<file path="config.mk">
export PLATFORM = sky130hd
export DESIGN_NAME = hazard_halt_ctrl
export DESIGN_NICKNAME = d
export VERILOG_FILES = /design/src/rtl/hazard_halt_ctrl.sv
export SDC_FILE = /design/constraint.sdc
export NUM_CORES = 1
export LEC_CHECK = 0
export BUFFER_PORTS_ARGS = -buffer_cell sky130_fd_sc_hd__buf_4
export CORE_MARGIN = 4
export CORE_UTILIZATION = 45
export CTS_CLUSTER_SIZE = 20
export DETAILED_ROUTE_END_ITERATION = 12
export PLACE_DENSITY = 0.77
export SETUP_SLACK_MARGIN = 0.05
export SKIP_CTS_REPAIR_TIMING = 1
export SYNTH_ARGS = -nofsm -noshare
export SYNTH_HDL_FRONTEND = slang
export SYNTH_SLANG_ARGS = --single-unit
</file>
<file path="constraint.sdc">
create_clock -name clk -period 3.41 [get_ports clk]
set_clock_uncertainty 0.05 [all_clocks]
set_input_delay 0.1705 -clock clk [delete_from_list [all_inputs] [get_ports clk]]
set_output_delay 0.1705 -clock clk [all_outputs]
set_load 0.005 [all_outputs]
</file>
<file path="src/rtl/hazard_halt_ctrl.sv">
// -----------------------------------------------------------------------------
// hazard_halt_ctrl
//   Pipeline sequencer for the 5-stage MIPS core. Generates the PC and IF/ID
//   write enables, the IF/ID flush and the ID/EX bubble. Detects load-use and
//   branch-operand hazards (branches resolve in ID). When the 0xffffffff stop
//   word reaches ID the front end freezes, EX/MEM/WB are allowed to drain, and
//   a sticky halt_done is raised. Hazard stall cycles are counted for perf and
//   debug.
//
// Parameters
//   DRAIN_CYCLES  cycles after the stop word leaves ID before halt_done (>= 1)
//   CNT_W         width of the stall_cycles counter
//
// Ports
//   clk, rst        clock (rising edge), synchronous active-high reset
//   id_instr        instruction held in IF/ID (rs=[25:21], rt=[20:16])
//   id_valid        IF/ID holds a real instruction
//   id_uses_rt      ID instruction reads rt as a source
//   id_is_branch    ID instruction is beq/bne (operands compared in ID)
//   id_taken        branch/jump in ID redirects the PC this cycle
//   ex_mem_read     ID/EX instruction is a load
//   ex_reg_write    ID/EX instruction writes a register
//   ex_dst          ID/EX destination register
//   mem_mem_read    EX/MEM instruction is a load
//   mem_dst         EX/MEM destination register
//   pc_write        PC update enable
//   ifid_write      IF/ID write enable
//   ifid_flush      IF/ID loads a NOP on the next edge
//   idex_bubble     ID/EX loads all-zero control on the next edge
//   halt_done       sticky: pipeline drained after the stop word
//   stall_cycles    hazard-stall cycles since reset (wraps)
// -----------------------------------------------------------------------------
module hazard_halt_ctrl #(
  parameter int unsigned DRAIN_CYCLES = 3,
  parameter int unsigned CNT_W        = 32
) (
  input  logic             clk,
  input  logic             rst,
  input  logic [31:0]      id_instr,
  input  logic             id_valid,
  input  logic             id_uses_rt,
  input  logic             id_is_branch,
  input  logic             id_taken,
  input  logic             ex_mem_read,
  input  logic             ex_reg_write,
  input  logic [4:0]       ex_dst,
  input  logic             mem_mem_read,
  input  logic [4:0]       mem_dst,
  output logic             pc_write,
  output logic             ifid_write,
  output logic             ifid_flush,
  output logic             idex_bubble,
  output logic             halt_done,
  output logic [CNT_W-1:0] stall_cycles
);

  typedef enum logic [1:0] {RUN, DRAIN, HALT} state_t;

  localparam int unsigned    DCW        = (DRAIN_CYCLES > 1) ? $clog2(DRAIN_CYCLES) : 1;
  localparam logic [DCW-1:0] DRAIN_LOAD = DCW'(DRAIN_CYCLES - 1);

  state_t         state;
  logic [DCW-1:0] drain_cnt;

  logic [4:0] rs;
  logic [4:0] rt;
  logic       id_stop;
  logic       load_use;
  logic       br_haz;
  logic       stall;

  assign rs = id_instr[25:21];
  assign rt = id_instr[20:16];

  // A producer register matches the ID sources; $0 is hard-wired and never
  // creates a dependency.
  function automatic logic reg_match(input logic [4:0] r, input logic [4:0] src_rs,
                                     input logic [4:0] src_rt, input logic uses_rt);
    return (r != 5'd0) && ((r == src_rs) || (uses_rt && (r == src_rt)));
  endfunction

  assign id_stop  = id_valid && (id_instr == 32'hffff_ffff);
  assign load_use = id_valid && ex_mem_read && reg_match(ex_dst, rs, rt, id_uses_rt);
  // Branches compare in ID, so any ALU result still in EX and any load still
  // in MEM is not yet available to them.
  assign br_haz   = id_valid && id_is_branch &&
                    ((ex_reg_write && reg_match(ex_dst, rs, rt, id_uses_rt)) ||
                     (mem_mem_read && reg_match(mem_dst, rs, rt, id_uses_rt)));
  // The stop word decodes as rs=rt=31, so it must be excluded from hazards.
  assign stall    = (load_use || br_haz) && !id_stop;

  // NOTE: every output gets a default before the case so no path leaves one
  // unassigned, which would otherwise infer a latch.
  always_comb begin
    pc_write    = 1'b0;
    ifid_write  = 1'b0;
    ifid_flush  = 1'b0;
    idex_bubble = 1'b1;
    halt_done   = 1'b0;
    if (rst) begin
      ifid_flush = 1'b1;
    end else begin
      unique case (state)
        RUN: begin
          if (stall || id_stop) begin
            // Front end frozen; id_taken is ignored while stalled.
            idex_bubble = 1'b1;
          end else begin
            pc_write    = 1'b1;
            ifid_write  = 1'b1;
            ifid_flush  = id_taken;
            idex_bubble = 1'b0;
          end
        end
        DRAIN: ;
        HALT:  halt_done = 1'b1;
        default: ;
      endcase
    end
  end

  // NOTE: sequential state uses non-blocking assignments only, so every
  // register samples pre-edge values regardless of statement order.
  always_ff @(posedge clk) begin
    if (rst) begin
      state        <= RUN;
      drain_cnt    <= '0;
      stall_cycles <= '0;
    end else begin
      unique case (state)
        RUN: begin
          if (stall) begin
            stall_cycles <= stall_cycles + 1'b1;
          end else if (id_stop) begin
            state     <= DRAIN;
            drain_cnt <= DRAIN_LOAD;
          end
        end
        DRAIN: begin
          if (drain_cnt == '0) state <= HALT;
          else                 drain_cnt <= drain_cnt - 1'b1;
        end
        HALT:    state <= HALT;
        default: state <= RUN;
      endcase
    end
  end

endmodule
</file>
==> summary.txt, run 1 <==
Status
  • Status: finished clean

Setup path
  • Startpoint Class: flop
  • WS Path Type: flop to flop
  • Critical path fanouts, max: 6
  • CP Data Required Time: 3.58 ns
  • Crit. End Element: flop
  • Critical Path AT: 2.50 ns

STA
  • Peak Freq: 430 MHz
  • Slew Limit Fails: 0
  • Setup TNS: 0 ns
  • Setup ws final: 1.08 ns
  • Worst-Margin Slew: 0.560 ns
  • RSZ-0062 raised after global routing: no
  • Crit path time final: 2.33 ns
  • Max_slew headroom: roughly 63%
  • Final setup viols: 0
  • Final clock period utilization by the worst path: 68.2%
  • Final Hold Fails: 0

CTS
  • Root buf cell: clkbuf_8
  • Worst-path clk slew: around 0.08 ns
  • CTS tree: done
  • CTS Sinks: 36
  • Worst skew pair latency: about 0.29 ns
  • CTS max path bufs: 2
  • Htree depth: 2
  • CTS Buf Count: 5

Routing
  • Vias per inst: 5.85
  • Iter 0 DRT Violations: 129
  • Routed Antenna Nets: 0
  • Via count: 2534
  • Drt first pass iters: 4
  • DRC violations left: 0
  • Met1 WL: slightly below 3 mm
  • WL final: ~6.5 mm
  • Top routing layer in use: met4
  • WL/cell: 15.0 µm
  • WL met3: about 260 µm
  • Met2 WL: ~3.3 mm

Global routing
  • Remaining Overflow, GRT: 0
  • Initial antenna violation count: 0
  • Largest net degree at the start of global routing: 42
  • Number of global-route vias before repair: 2344
  • First-pass GRT wire length: 10.9 mm
  • Tot GR Track Use: a little over a fifth

Floorplanning
  • Die H: 79.9 µm
  • # rows: 25
  • Core Region: between 4000 and 5000 µm²
  • Die Wd: 79.9 µm
  • Die Area: roughly 6400 µm²
  • I/O pin count: 88
  • Starting Density: around 48%

Final layout
  • Inserted Diodes: 0
  • Fin area: 3080 µm²
  • P&R area growth vs syn: 32.4%
  • Post-layout nets: 421
  • Core Util, Final: 63.5%
  • Fillers: 417
  • Fraction of layout cells with a size suffix above 1: between 20% and 30%

Synth
  • Yosys cell types: 42
  • Post-Syn Nets: 342
  • Post-synth EDFFs: 0
  • Synthesized flop and latch total: 36
  • Ys Warns: 0
  • Synth async-reset ratio: 0%
  • Post-Syn Area: 2330 µm²
  • Most used DFF post-synth: dfxtp_1
  • Mean post-synth cell area: 8.13 µm²
  • Sequential share of the synthesized area: 31.0%
  • Mapped Cells: 286

Placement
  • GPL Wtd Cong: around 0.83
  • HPWL Detailed: approximately 4.8 mm
  • PortBufs: 87
  • Post-Place Worst Slack: 0.950 ns
  • DP Area: 2990 µm²

Power
  • Maximum VDD drop: 241 µV
  • Total Power: ~830 µW
  • PD cells: 270 nW/µm²
  • Leak: 1.13 nW

Min path
  • Hold Crit Class: input pin to flop

Job
  • Max cap viols: 0
-- flip-flops by register name (all words and copies together) (netlist names) --
register and count:
drain_cnt 2, state 2, stall_cycles 32
-- worst max-delay path, cell delays in order, from the launching register on --
cell and delay [ns]:
dfxtp_1 0.43, and4_1 0.28, nand3_1 0.14, nor2_2 0.28
or4b_4 0.53, or4_1 0.40, a21oi_1 0.15
-- kinds of logic (layout without fill, tap and decap cells) --
family	count (synthesis)	after routing	synth area share, %
adders and majority gates	5	5	2.69
and+or+nand+nor	118	118	31.1
buffers and inverters	26	106	5.54
DFF	36	36	31.0
AOI/OAI and AO/OA	80	80	21.7
xor gates and xnor gates	20	20	7.53
muxes	1	1	0.430
-- where the power goes --
group	total [mW]	internal, mW	switching, mW	leakage (nW)
sequential	0.421	0.420	0.000598	0.290
clock	0.306	0.142	0.163	0.0479
combinational	0.105	0.0583	0.0465	0.789
total	0.831	0.621	0.210	1.13
-- metrics by stage --
| step | hold WS, ns | std cells |
|---|---|---|
| floorplan | 0.301 | 286 |
| global placement | 0.431 | 425 |
| CTS | 0.256 | 433 |
| detailed placement | 0.435 | 425 |
| finish | 0.265 | 433 |
| global route | 0.275 | 433 |
-- layout by cell type (no fill, tap or decap), drive strengths merged, types with 3 or more instances in the layout --
master / instances
nor4: 3
buf: 91
nor2: 11
inv: 7
o31ai: 29
or4: 31
xor2: 18
nand3: 14
nor3: 4
o21ai: 7
clkinv: 3
clkbuf: 5
dfxtp: 36
nand2: 18
and3: 6
a21oi: 34
and4: 6
nand4: 13
ha: 5
-- area by class of cell --
cell class	count	area, µm²	area share, %
multi-input combinational	224	1480	48.0
sequential	36	721	23.4
timing repair buffer	91	683	22.2
tap	67	83.8	2.72
clock buffer	5	68.8	2.23
inverter	7	26.3	0.853
clock inverter	3	18.8	0.610
-- cells in the mapped netlist (4+ instances only) --
cell type | instances | area share, %
dfxtp_1 | 36 | 31
a21oi_1 | 34 | 7.3
or4_1 | 31 | 10
o31ai_1 | 29 | 9.4
nand2_1 | 18 | 2.9
xor2_1 | 18 | 6.8
nand3_1 | 14 | 3.0
nand4_1 | 13 | 3.5
clkbuf_1 | 11 | 1.8
nor2_1 | 10 | 1.6
inv_1 | 7 | 1.1
o21ai_0 | 7 | 1.5
and4_1 | 6 | 2.3
and3_1 | 5 | 1.3
ha_1 | 5 | 2.7
buf_2 | 4 | 0.86
-- metal layers --
layer / vias up / global-route usage [%]
met5: - / 0
met4: 0 / 6.25
met3: 11 / 3.95
met2: 58 / 35.8
met1: 1189 / 26.4
li1: 1276 / -
-- worst paths after layout --
check / start / cells after the start / end / slack [ns]
setup / recovery: stall_cycles[13] / 6 / stall_cycles[30] / 1.08
hold / removal: rst / 2 / stall_cycles[22] / 0.26
setup reg to reg: stall_cycles[13] / 6 / stall_cycles[30] / 1.08
hold reg to reg: stall_cycles[15] / 2 / stall_cycles[15] / 0.45
Power figures use the tool's default switching activity.
==> run 2: changes to the inputs <==
--- a/config.mk
+++ b/config.mk
@@ -5,12 +5,13 @@
 export SDC_FILE = /design/constraint.sdc
 export NUM_CORES = 1
 export LEC_CHECK = 0
+export ABC_AREA = 1
 export BUFFER_PORTS_ARGS = -buffer_cell sky130_fd_sc_hd__buf_4
 export CORE_MARGIN = 4
 export CORE_UTILIZATION = 45
 export CTS_CLUSTER_SIZE = 20
 export DETAILED_ROUTE_END_ITERATION = 12
-export PLACE_DENSITY = 0.77
+export PLACE_DENSITY = 0.74
 export SETUP_SLACK_MARGIN = 0.05
 export SKIP_CTS_REPAIR_TIMING = 1
 export SYNTH_ARGS = -nofsm -noshare
==> constraint.sdc (replaced) <==
create_clock -name clk -period 2.4 [get_ports clk]
set_clock_uncertainty 0.05 [all_clocks]
set_input_delay 0.12 -clock clk [delete_from_list [all_inputs] [get_ports clk]]
set_output_delay 0.12 -clock clk [all_outputs]
set_load 0.005 [all_outputs]
==> summary.txt, run 2 <==
Status
  • Status: finished clean

Synth
  • Yosys cell types: 24 (-43%)
  • Top cells by area, synth: nand2_1 26%, dfxtp_1 25%, nor2_1 9.1%
  • Most instantiated library cell after synthesis: nand2_1
  • Post-synth EDFFs: 0 (unchanged)
  • Share of the synthesized area in the top cell type: 26.4% (-4.6 points)
  • Synth async-reset ratio: 0% (unchanged)
  • Ys Warns: 0 (unchanged)
  • Largest area contributor in the synthesized netlist: nand2_1
  • Synthesized flop and latch total: 36 (unchanged)
  • Mapped Cells: 510 (+78%)
  • Commonest cells in the synthesized netlist: 206 x nand2_1, 71 x nor2_1, 38 x inv_1, 36 x a21oi_1, 36 x dfxtp_1
  • Post-Syn Area: 2930 µm² (+26%)
  • Mean post-synth cell area: 5.74 µm² (-29%)
  • Post-Syn Nets: 566 (+65%)
  • Sequential share of the synthesized area: 24.6% (-6.3 points)
  • Most used DFF post-synth: dfxtp_1

STA
  • Setup TNS: 0 ns (unchanged)
  • Max_slew headroom: 72.9% (+10 points)
  • Final setup viols: 0 (unchanged)
  • Final clock period utilization by the worst path: 76.8% (+8.6 points)
  • RSZ-0062 raised after global routing: no
  • Worst-Margin Slew: 0.406 ns (-0.154 ns)
  • Peak Freq: 542 MHz (+26%)
  • Slew Limit Fails: 0 (unchanged)
  • Crit path time final: 1.84 ns (-0.483 ns)
  • Final Hold Fails: 0 (unchanged)

CTS
  • Worst-path clk slew: 0.07 ns (about the same)
  • CTS max path bufs: 2 (unchanged)
  • CTS Sinks: 36 (unchanged)
  • Root buf cell: clkbuf_8
  • Htree depth: 2 (unchanged)
  • CTS tree: done
  • CTS Buf Count: 5 (unchanged)
  • Worst skew pair latency: 0.29 ns (about the same)

Routing
  • WL/cell: 13.0 µm (-13%)
  • DRC violations left: 0 (unchanged)
  • Via count: 3409 (+35%)
  • Iter 0 DRT Violations: 203 (+57%)
  • Drt first pass iters: 5 (+1)
  • WL final: 8.69 mm (+34%)
  • Vias per inst: 5.12 (-13%)
  • Routed Antenna Nets: 0 (unchanged)

Job
  • Max cap viols: 0 (unchanged)

Global routing
  • Met2 GRT Util: 37.6% (+1.8 points)
  • Top Usage Layer GRT: met2
  • First-pass GRT wire length: 14.5 mm (+33%)
  • Initial antenna violation count: 0 (unchanged)
  • Number of global-route vias before repair: 3099 (+32%)
  • Largest net degree at the start of global routing: 35 (-17%)
  • GR Util met1: 31.0% (+4.5 points)
  • Remaining Overflow, GRT: 0 (unchanged)
  • Met3 Usage GRT: 4.66% (+0.71 points)
  • Tot GR Track Use: 22.8% (+1.9 points)

Floorplanning
  • Die H: 88.6 µm (+11%)
  • Die Wd: 88.6 µm (+11%)
  • # rows: 29 (+16%)
  • Core Region: 6310 µm² (+30%)
  • Starting Density: 46.3% (-1.6 points)
  • Die Area: 7850 µm² (+23%)
  • I/O pin count: 88 (unchanged)

Placement
  • HPWL Detailed: 6.67 mm (+40%)
  • Inst Count DP: 658 (+55%)
  • PortBufs: 87 (unchanged)
  • DP Area: 3590 µm² (+20%)
  • GPL Wtd Cong: 0.917 (+10%)

Final layout
  • Inserted Diodes: 0 (unchanged)
  • Fraction of layout cells with a size suffix above 1: 19.4% (-9.9 points)
  • Multi-input gate area: 1950 µm² (+32%)
  • Commonest non-fill, non-tap cell in the layout: nand2_1
  • P&R area growth vs syn: 27.0%
  • Non-Filler Instances: 666 (+54%)
  • Post-layout nets: 644 (+53%)
  • Largest register FFs: 32 (unchanged)
  • Fin area: 3720 µm² (+21%)
  • Register area: 721 µm² (unchanged)
  • Top flop regs: stall_cycles (32), drain_cnt (2), state (2)
  • Fillers: 665 (+59%)
  • Commonest cells after routing, fill and taps aside: 206 x nand2_1, 89 x buf_4, 71 x nor2_1
  • Largest reg by FF count: stall_cycles

Min path
  • Hold Crit Class: input pin to flop

Setup path
  • CP Data Required Time: 2.57 ns (-1.01 ns)
  • Critical path fanouts, max: 6 (unchanged)
  • Crit. End Element: flop
  • Critical Path AT: 2.01 ns (-0.49 ns)
  • WS Path Type: flop to flop
  • Startpoint Class: flop

Power
  • PD cells: 481 nW/µm² (+78%)
  • Leak: 1.68 nW (+49%)
  • Maximum VDD drop: 478 µV (+99%)
## run 2: changes by cell type in the layout (fill, tap and decap cells not counted), sizes merged, moves of 5 or more
cell,change
o31ai,-29
xnor2,+5
xor2,-8
inv,+35
or4,-31
nor2,+67
nand4,+22
nand2,+192
and3,-6
nand3b,+14
and4,-6
## run 2: power breakdown
| part | internal [mW] | total, mW | switching [mW] |
|---|---|---|---|
| Clock | 0.367 | 0.591 | 0.224 |
| Sequential | 0.625 | 0.640 | 0.0149 |
| Combinational | 0.200 | 0.557 | 0.356 |
| Total | 1.19 | 1.79 | 0.595 |
## run 2: per-layer routing
| layer | vias to the layer above | routed length [µm] |
|---|---|---|
| met5 | - | 0 |
| met4 | 0 | 51 |
| met3 | 6 | 580 |
| met2 | 111 | 4100 |
| met1 | 1512 | 3960 |
| li1 | 1780 | - |
## run 2: cell type report
class                           instances  share of cell area [%]
Clock buffer                            7                    2.59
Clock inverter                          1                   0.808
Inverter                               42                    4.24
Multi-Input combinational cell        414                    52.4
Sequential cell                        36                    19.4
Tap cell                               77                    2.59
Timing Repair Buffer                   89                    18.0
## run 2: worst paths after layout
kind                    from               end  slack, ns  cells after the start
min reg2reg     drain_cnt[1]      drain_cnt[1]       0.42                      2
max          stall_cycles[0]  stall_cycles[16]       0.56                      8
max reg2reg  stall_cycles[0]  stall_cycles[16]       0.56                      8
min                      rst   stall_cycles[2]       0.18                      2
## run 2: cells by family (layout without fill, tap and decap cells)
| kind of cell | after synthesis | in the layout | synth area share [%] |
|---|---|---|---|
| buffers and inverters | 60 | 139 | 8.81 |
| adder cells (fa/ha/maj) | 5 | 5 | 2.14 |
| XOR/XNOR | 17 | 17 | 5.09 |
| AND/OR/NAND/NOR | 351 | 351 | 52.2 |
| AO/OA/AOI/OAI | 41 | 41 | 7.10 |
| flip-flops | 36 | 36 | 24.6 |
## run 2: worst max-delay path, cell delays in order, from the launching register on
cell and delay, ns:
dfxtp_1 0.43, ha_1 0.28, nand3_1 0.19, inv_2 0.12
nand2_2 0.10, nor2_1 0.14, xor2_1 0.17, nand4_1 0.12
a21oi_1 0.17
## run 2: through the flow
step	util, %	worst slack, ns	hold WS, ns	total power, mW
after floorplan	-	0.790	0.281	1.02
after global placement	56.9	0.497	0.398	1.20
after detailed placement	56.9	0.463	0.404	1.21
after CTS	58.9	0.585	0.184	1.80
after global routing	58.9	0.384	0.185	1.90
final	58.9	0.556	0.183	1.79
==> run 3: changes to the inputs <==
--- a/config.mk
+++ b/config.mk
@@ -11,7 +11,7 @@
 export CORE_UTILIZATION = 45
 export CTS_CLUSTER_SIZE = 20
 export DETAILED_ROUTE_END_ITERATION = 12
-export PLACE_DENSITY = 0.74
+export PLACE_DENSITY = 0.77
 export SETUP_SLACK_MARGIN = 0.05
 export SKIP_CTS_REPAIR_TIMING = 1
 export SYNTH_ARGS = -nofsm -noshare
==> constraint.sdc (replaced) <==
create_clock -name clk -period 1.5 [get_ports clk]
set_clock_uncertainty 0.05 [all_clocks]
set_input_delay 0.075 -clock clk [delete_from_list [all_inputs] [get_ports clk]]
set_output_delay 0.075 -clock clk [all_outputs]
set_load 0.005 [all_outputs]
==> summary.txt, run 3 (same netlist as run 2, synthesis figures left out) <==
Final layout
  • Inserted Diodes: 0 (unchanged)
  • Multi-input gate area: 2250 µm² (+16%)
  • Fraction of layout cells with a size suffix above 1: 39.7% (+20 points)
  • Largest reg by FF count: stall_cycles
  • P&R area growth vs syn: 53.0%
  • Post-layout nets: 692 (+7.5%)
  • Fillers: 527 (-21%)
  • Commonest cells after routing, fill and taps aside: 188 x nand2_1, 128 x buf_4, 40 x nor2_1
  • Non-Filler Instances: 714 (+7.2%)
  • Commonest non-fill, non-tap cell in the layout: nand2_1
  • Top flop regs: stall_cycles (32), drain_cnt (2), state (2)
  • Register area: 778 µm² (+8.0%)
  • Largest register FFs: 32 (unchanged)

STA
  • Worst-Margin Slew: 0.417 ns (+0.0104 ns)
  • Final setup viols: 2 (+2)
  • Crit path time final: 1.57 ns (-0.270 ns)
  • RSZ-0062 raised after global routing: yes
  • Hold slack final: 0.0472 ns (-0.136 ns)
  • Peak Freq: 635 MHz (+17%)
  • Final Hold Fails: 0 (unchanged)
  • Setup ws final: -0.0742 ns (-0.630 ns)
  • Setup TNS: -0.0910 ns (-0.0910 ns)
  • Final clock period utilization by the worst path: 105% (+28 points)
  • Max_slew headroom: 72.2% (-0.69 points)
  • Slew Limit Fails: 0 (unchanged)

Status
  • Status: finished, violations left
  • Violated checks: negative setup slack

Global routing
  • Remaining Overflow, GRT: 0 (unchanged)
  • Initial antenna violation count: 0 (unchanged)
  • Number of global-route vias before repair: 3249 (+4.8%)
  • Tot GR Track Use: 24.4% (+1.7 points)
  • Largest net degree at the start of global routing: 34 (-2.9%)
  • First-pass GRT wire length: 15.3 mm (+5.5%)

Setup path
  • Reg-to-reg startpoint: stall_cycles[8]
  • Setup crit start: stall_cycles[8]
  • CP Data Required Time: 1.66 ns (-0.91 ns)
  • Crit. End Element: flop
  • Startpoint Class: flop
  • WS Path Type: flop to flop
  • Critical path fanouts, max: 3 (-3)
  • Critical Path AT: 1.74 ns (-0.27 ns)

Routing
  • DRC violations left: 0 (unchanged)
  • WL/cell: 14.8 µm (+13%)
  • Via count: 3803 (+12%)
  • WL final: 10.5 mm (+21%)
  • Drt first pass iters: 5 (unchanged)
  • Routed Antenna Nets: 0 (unchanged)
  • Vias per inst: 5.33 (+4.1%)
  • Iter 0 DRT Violations: 332 (+64%)

Min path
  • Hold Startpoint: rst
  • Hold Crit Class: input pin to flop

CTS
  • Htree depth: 2 (unchanged)
  • CTS Buf Count: 5 (unchanged)
  • CTS max path bufs: 2 (unchanged)
  • Worst-path clk slew: 0.08 ns (about the same)
  • Worst skew pair latency: 0.29 ns (about the same)
  • CTS tree: done
  • CTS Sinks: 36 (unchanged)
  • Root buf cell: clkbuf_8

Power
  • PD cells: 692 nW/µm² (+44%)
  • Maximum VDD drop: 1050 µV (+120%)
  • Leak: 2.02 nW (+21%)

Floorplanning
  • # rows: 29 (unchanged)
  • Die Wd: 88.6 µm (unchanged)
  • Starting Density: 46.3% (unchanged)
  • Die Area: 7850 µm² (unchanged)
  • Die H: 88.6 µm (unchanged)
  • Core Region: 6310 µm² (unchanged)
  • I/O pin count: 88 (unchanged)

Placement
  • PortBufs: 87 (unchanged)
  • GPL Wtd Cong: 1.01 (+10%)
  • HPWL Detailed: 7.46 mm (+12%)
  • Inst Count DP: 700 (+6.4%)

Job
  • Max cap viols: 0 (unchanged)
[run 3: changes by cell type in the layout (fill, tap and decap cells not counted), sizes merged]
cell	delta
buf	+48
clkinv	+1
clkbuf	-1
[run 3: stage by stage]
| step | setup slack (ns) | power [mW] | instance area [µm²] | util (%) |
|---|---|---|---|---|
| 6_report | -0.0742 | 3.10 | 4470 | 70.9 |
| 3_3_place_gp | -0.0728 | 2.00 | 3960 | 62.7 |
| 2_1_floorplan | 0.0473 | 1.63 | 2950 | - |
| 3_5_place_dp | -0.166 | 2.03 | 3960 | 62.7 |
| 4_1_cts | -0.167 | 2.89 | 4070 | 64.4 |
| 5_1_grt | -0.194 | 3.28 | 4470 | 70.9 |
[run 3: routing by layer]
metal  up-vias  GRT usage (%)  part of all wire (%)
li1       1879              -                     -
met1      1736           34.5                    42
met2       160           39.8                    48
met3        28           2.98                   7.5
met4         0           5.49                   2.1
met5         -              0                     0
[run 3: where the power goes]
part / switching [mW] / total [mW] / leakage (nW) / internal, mW
Clock: 0.369 / 0.863 / 0.0552 / 0.494
Sequential: 0.0389 / 1.03 / 0.307 / 0.988
Combinational: 0.700 / 1.21 / 1.66 / 0.508
[run 3: worst max-delay path, cell delays in order, from the launching register on]
cell and delay (ns):
dfxtp_2 0.36, nand2_2 0.10, nor2_1 0.19, nand2_1 0.13, nor2_2 0.18, xor2_1 0.17, nand4_1 0.13, a21oi_1 0.20
[run 3: cell type report]
type | count | share of cell area (%)
multi-input cells | 414 | 50.3
repair buffers | 137 | 24.1
flip-flops and latches | 36 | 17.4
inverters | 42 | 3.64
well taps | 77 | 2.15
clock buffers | 6 | 1.62
clock inverters | 2 | 0.783
[run 3: final timing paths]
check | endpoint | slack, ns | cells past startpoint
min reg2reg | drain_cnt[1] | 0.42 | 2
min | stall_cycles[13] | 0.05 | 2
max reg2reg | stall_cycles[12] | -0.07 | 7
max | stall_cycles[12] | -0.07 | 7
